==> src/rtl/uart_tx_fifo.sv <==
// Byte FIFO in front of a UART transmitter: accepts bytes on a valid/ready
// handshake and launches them one at a time with tx_start pulses paced by tx_ready.
module uart_tx_fifo #(
    parameter int ADDR_W = 4
) (
    input  logic              clk,
    input  logic              rst,
    input  logic              in_valid,
    input  logic [7:0]        in_data,
    output logic              in_ready,
    input  logic              tx_ready,
    output logic              tx_start,
    output logic [7:0]        tx_data,
    output logic [ADDR_W:0]   count,
    output logic              empty,
    output logic              full,
    output logic              overflow
);

    localparam int DEPTH = 2 ** ADDR_W;
    localparam logic [ADDR_W:0] DEPTH_CNT = (ADDR_W + 1)'(DEPTH);

    typedef enum logic [1:0] {
        IDLE      = 2'd0,
        LAUNCH    = 2'd1,
        WAIT_BUSY = 2'd2,
        WAIT_DONE = 2'd3
    } state_t;

    logic [7:0]        mem [DEPTH];
    logic [ADDR_W-1:0] wr_ptr_reg;
    logic [ADDR_W-1:0] rd_ptr_reg;
    logic [ADDR_W:0]   count_reg;
    state_t            state_reg;
    logic              tx_start_reg;
    logic [7:0]        tx_data_reg;
    logic              overflow_reg;

    logic push;
    logic pop;
    logic full_int;
    logic empty_int;

    assign empty_int = (count_reg == '0);
    assign full_int  = (count_reg == DEPTH_CNT);

    // No pass-through when full: a pop in the same cycle does not open the input.
    assign push = in_valid && !full_int;
    assign pop  = (state_reg == IDLE) && !empty_int && tx_ready;

    assign in_ready = !full_int;
    assign empty    = empty_int;
    assign full     = full_int;
    assign count    = count_reg;
    assign tx_start = tx_start_reg;
    assign tx_data  = tx_data_reg;
    assign overflow = overflow_reg;

    // Storage is deliberately left unreset.
    always_ff @(posedge clk) begin
        if (push) begin
            mem[wr_ptr_reg] <= in_data;
        end
    end

    always_ff @(posedge clk) begin
        if (rst) begin
            wr_ptr_reg   <= '0;
            count_reg    <= '0;
            overflow_reg <= 1'b0;
        end else begin
            if (push) begin
                wr_ptr_reg <= wr_ptr_reg + 1'b1;
            end
            case ({push, pop})
                2'b10:   count_reg <= count_reg + 1'b1;
                2'b01:   count_reg <= count_reg - 1'b1;
                default: count_reg <= count_reg;
            endcase
            if (in_valid && !in_ready) begin
                overflow_reg <= 1'b1;
            end
        end
    end

    // Launch sequencing: a new byte goes out only after tx_ready has been
    // seen low and then high again following the previous launch.
    always_ff @(posedge clk) begin
        if (rst) begin
            state_reg    <= IDLE;
            tx_start_reg <= 1'b0;
            tx_data_reg  <= 8'h00;
            rd_ptr_reg   <= '0;
        end else begin
            tx_start_reg <= 1'b0;
            case (state_reg)
                IDLE: begin
                    if (pop) begin
                        tx_data_reg  <= mem[rd_ptr_reg];
                        tx_start_reg <= 1'b1;
                        rd_ptr_reg   <= rd_ptr_reg + 1'b1;
                        state_reg    <= LAUNCH;
                    end
                end
                LAUNCH: begin
                    state_reg <= WAIT_BUSY;
                end
                WAIT_BUSY: begin
                    if (!tx_ready) begin
                        state_reg <= WAIT_DONE;
                    end
                end
                WAIT_DONE: begin
                    if (tx_ready) begin
                        state_reg <= IDLE;
                    end
                end
                default: begin
                    state_reg <= IDLE;
                end
            endcase
        end
    end

endmodule

==> config.mk <==
export PLATFORM = sky130hd
export DESIGN_NAME = uart_tx_fifo
export DESIGN_NICKNAME = d
export VERILOG_FILES = /design/src/rtl/uart_tx_fifo.sv
export SDC_FILE = /design/constraint.sdc
export NUM_CORES = 1
export LEC_CHECK = 0
export ABC_AREA = 1
export BUFFER_PORTS_ARGS = -buffer_cell sky130_fd_sc_hd__buf_4
export CORE_MARGIN = 4
export CORE_UTILIZATION = 30
export CTS_CLUSTER_SIZE = 8
export DETAILED_ROUTE_END_ITERATION = 10
export GPL_TIMING_DRIVEN = 0
export PLACE_DENSITY = 0.52
export RECOVER_POWER = 25
export SYNTH_ARGS = -nofsm -noshare
export SYNTH_HDL_FRONTEND = slang
export SYNTH_SLANG_ARGS = --single-unit
==> constraint.sdc <==
create_clock -name clk -period 4.2 [get_ports clk]
set_input_delay 0.42 -clock clk [delete_from_list [all_inputs] [get_ports clk]]
set_output_delay 0.42 -clock clk [all_outputs]
set_load 0.01 [all_outputs]
After elaboration in Yosys (flattened, before gate mapping) --
Memory sizes are Yosys's and may differ from the RTL's. A register that Yosys moved wholly into a read port is not among the register bits. Cells that the tools add are included.
Word-level totals: input port bits 12, register bits 17, logic and storage cells 41, RAM bits 128, memories kept 1
Memories:
- mem | depth 16, width 8, read ports 1, clocked after Yosys merged registers in 1, wr ports 1, line 30 | logic [7:0] mem [DEPTH];
Cells by class: add/sub/neg operators 4, equality and inequality tests 9, reduce and logical (&&, ||, !) cells 12, mux-type cells 8, bitwise operators 1
Operators by type and width (count):
- 5-bit one-hot mux with 2 select lines | 1
- 4-bit by 1-bit adder with 4-bit output (second input constant) | 2
- 2-bit one-hot mux with 4 select lines | 1
- 2-bit equality test (second input constant) | 3
- 2-bit two-way mux | 3
- 2-bit != test (second input constant) | 3
- 5-bit by 1-bit adder with 5-bit output (second input constant) | 1
- 5-bit equality test (second input constant) | 1
- 5-bit logical NOT | 1
- 5-bit by 1-bit subtractor with 5-bit output (second input constant) | 1
- 2-bit by 1-bit equality test with 1-bit output (second input constant) | 2
- 1-bit logical AND | 4
- 1-bit two-way mux | 3
- 3-bit AND reduction | 1
- 1-bit logical NOT | 2
- 2-bit logical NOT | 1
- 2-bit AND reduction | 1
- 2-bit nonzero test | 1
- 2-bit OR reduction | 1
- 1-bit NOT | 1

Logic depth before layout (Yosys ltp) --
depth in word-level cells 6, depth in mapped cells 16, mapped depth without buffers 15

Worst setup path after synthesis --
Ideal clock, no wire load.
kind flip-flop to flip-flop, start point register count_reg[1], in the netlist count[1], end point register count_reg[4], in the netlist count[4], data required time 4.068 ns, slack 1.898 ns, setup time 0.132 ns, path buffers 1, cell stages (with the launch flop) 17, data arrival time 2.170 ns, cells stage by stage dfxtp_1 inv_1 nand4_2 nand2_2 nor2_8 buf_6 ha_1 inv_1 fa_1 inv_1 nand2_1 a21oi_1 nor2_1 nand2_1 nand2_1 nand2_1 a21oi_1
On the way: word-level cells in the longest chain between the ends 6, elaborated cells on any way between the ends 13, those cells by class add/sub: 2; eq/ne: 3; mux: 1; reduce/logical: 7
Ends and longest elaborated chain:
- start, declared | line 33 | logic [ADDR_W:0] count_reg;
- start signal, assigned | line 76 | 2'b10: count_reg <= count_reg + 1'b1;
- start signal, assigned | line 77 | 2'b01: count_reg <= count_reg - 1'b1;
- start signal, assigned | line 78 | default: count_reg <= count_reg;
- 5-bit logical NOT * | line 44 | assign empty_int = (count_reg == '0);
- 1-bit logical NOT * | line 49 | assign pop = (state_reg == IDLE) && !empty_int && tx_ready;
- 1-bit logical AND * (2 in series) | line 49
- net pop | line 40 | logic pop;
- 2-bit by 1-bit equality test with 1-bit output / 2-bit equality test (equally long branches) | line 75 | case ({push, pop})
- 5-bit one-hot mux with 2 select lines / 2-bit nonzero test (equally long branches)
The timed path passes the listed nets; every way through them passes the cells marked *. A chain may end at the register's enable or synchronous reset.

Final worst setup path --
Ends and elaborated chain as after synthesis.

==> flow_metrics.tcl <==
set metrics [dict create \
    outcome "completed" \
    cp_max_fo 10 \
    tritoncts "done" \
    syn_area_per_cell_um2 9.93 \
    path_cells "inv_1 > nand4_2 > nand2_2 > nor2_8 > buf_6 > ha_1 > inv_1 > fa_1 > inv_1 > nand2_1 > a21oi_1 > nor2_1 > nand2_1 > nand2_1 > nand2_1 > a21oi_1" \
    synth_xor_area_frac 0.00646 \
    finalPower_mw 4.83 \
    grt_pass1_vias 4501 \
    cts_htree_levels 4 \
    power.leakage_nw 3.34 \
    critPathSlowestCell "fa_1" \
    synth.area.mux_share 0.00148 \
    cts.path.max_buffers 2 \
    grt_usage 0.146 \
    port_buffers 29 \
    final_common_cell "nand2_1" \
    clock-sinks 153 \
    num_rows 54 \
    cts.clk_slew.worst_paths_ps 60 \
    vdd_drop_max_v 0.000379 \
    seq_area_um2 4340 \
    core_um2 22000 \
    max_slew_margin 0.282 \
    syn_to_final_growth_pct 16.4 \
    nFillCells 2223 \
    path_class "reg2reg" \
    cts_buffers 17 \
    die_h_um 158 \
    ys_ff_latch 153 \
    yosys.area_share.simple 0.219 \
    hold_class "in2reg" \
    maxCapViolations 0 \
    synth_compound_area_frac 0.0269 \
    die_w_um 158 \
    fmax_mhz 374 \
    gp_congestion 0.828 \
    insertion_delay_ps 430 \
    antenna_found_initial 0 \
    hold_ws_ps 245 \
    synthCells 683 \
    hold_violations 0 \
    fin_crit_ps 2670 \
    cts_resized 0 \
    vias 4680 \
    synth-seq-area-share 0.640 \
    overflow 0 \
    drv_slew 0 \
    drive_gt1_frac 0.116 \
    multi_input_area_um2 1910 \
    ys_types 26 \
    arrival_ps 2970 \
    via_per_inst 4.57 \
    postCtsSetupRepairBufs 0 \
    r2r.worst_path.cells 16 \
    startpoint_type "flop" \
    syn_area_um2 6780 \
    powerDensity_nw_per_um2 611 \
    largest_register_ffs 128 \
    worst_path_largest_cell_delay_ps 420 \
    ant_nets 0 \
    fin_worst_skew_ps 9.41 \
    worst_pin_slew_ps 1080 \
    drc 0 \
    pin_count 30 \
    post_drt_wl_per_cell_um 17.3 \
    hold_buffers 0 \
    nets 757 \
    routed_wl_um 17700 \
    cts-root-buf "clkbuf_16" \
    cp.required_ps 4500 \
    synthAdderAreaFrac 0.0269 \
    grt_max_degree 17 \
    hold_depth 3 \
    final_cell_mix "nand2_1, edfxtp_1, nand3_1, inv_1, buf_4" \
    crit_path_frequent_cell "nand2_1" \
    synthesis.nets 709 \
    grt_pass1_wl_um 26500 \
    timing.setup.tns_ps 0 \
    place_hpwl_um 11900 \
    worstSetupEndpointType "flop" \
    dr.pass1.iters 5 \
    dieArea_um2 25100 \
    synth_top_family_by_area "simple AND/OR/NAND/NOR gates" \
    fin_crit_sh 0.636 \
    rsz0062_at_grt "no" \
    synth_warnings 0 \
    start_util 0.308 \
    drtIter0Drc 416 \
    setup_viol 0 \
    antenna_cells 0 \
]
critical path, delay by kind of cell (launching register included):
kind            cells  cell delay [ps]
simple gates        8              730
buf+inv             4              460
fa+ha+maj           2              680
compound gates      2              240
flops               1              410
layout make-up:
| cell class | count | area share |
|---|---|---|
| flip-flops and latches | 153 | 0.550 |
| multi-input cells | 404 | 0.241 |
| clock buffers | 17 | 0.0539 |
| inverters | 98 | 0.0466 |
| well taps | 280 | 0.0444 |
| repair buffers | 29 | 0.0242 |
| plain buffers | 28 | 0.0209 |
| clock inverters | 15 | 0.0187 |
synthesized netlist by cell type, drive strengths merged:
cell / n / area share
a21oi: 15 / 0.011
buf: 24 / 0.022
clkbuf: 4 / 0.0022
clkinv: 2 / 0.0011
dfxtp: 25 / 0.074
edfxtp: 128 / 0.57
fa: 1 / 0.0030
ha: 13 / 0.024
inv: 96 / 0.053
mux2i: 1 / 0.0015
nand2: 228 / 0.13
nand3: 96 / 0.071
nand4: 2 / 0.0037
nor2: 25 / 0.017
o21a: 8 / 0.0089
o21ai: 8 / 0.0059
o21bai: 1 / 0.0011
or2: 1 / 0.00092
xnor2: 1 / 0.0013
xor2: 4 / 0.0052
per-stage QoR:
step / cells / instance area (um^2) / util / worst slack, ps
after floorplan: 683 / 6780 / - / 1900
after global placement: 992 / 7350 / 0.334 / 1580
after detailed placement: 992 / 7350 / 0.334 / 1540
after CTS: 1024 / 7930 / 0.360 / 1530
after global routing: 1024 / 7900 / 0.359 / 1310
final: 1024 / 7900 / 0.359 / 1530
power breakdown:
part / internal, mW / switching (mW) / leakage [nW] / total (mW)
Clock: 0.872 / 0.628 / 0.279 / 1.50
Combinational: 0.506 / 0.999 / 1.70 / 1.51
Sequential: 1.75 / 0.0722 / 1.36 / 1.82
cells by family after synthesis:
logic type,after synthesis
buffers and inverters,126
adder cells (fa/ha/maj),14
XOR/XNOR,5
flip-flops,153
AO/OA/AOI/OAI,32
multiplexers,1
AND/OR/NAND/NOR,352
routing by layer:
| layer | global-route usage | vias up | part of all wire |
|---|---|---|---|
| met2 | 0.245 | 99 | 0.49 |
| met5 | 0 | - | 0 |
| met4 | 0.0422 | 0 | 0.016 |
| met3 | 0.0285 | 21 | 0.049 |
| met1 | 0.194 | 2251 | 0.45 |
| li1 | - | 2309 | - |
path summary, 6_finish.rpt:
kind         startpoint        to  slack, ps
max            count[1]  count[4]       1530
max reg2reg    count[1]  count[4]       1530
min reg2reg    overflow  overflow        480
min            in_valid  overflow        250
(Power assumes the default switching activity.)
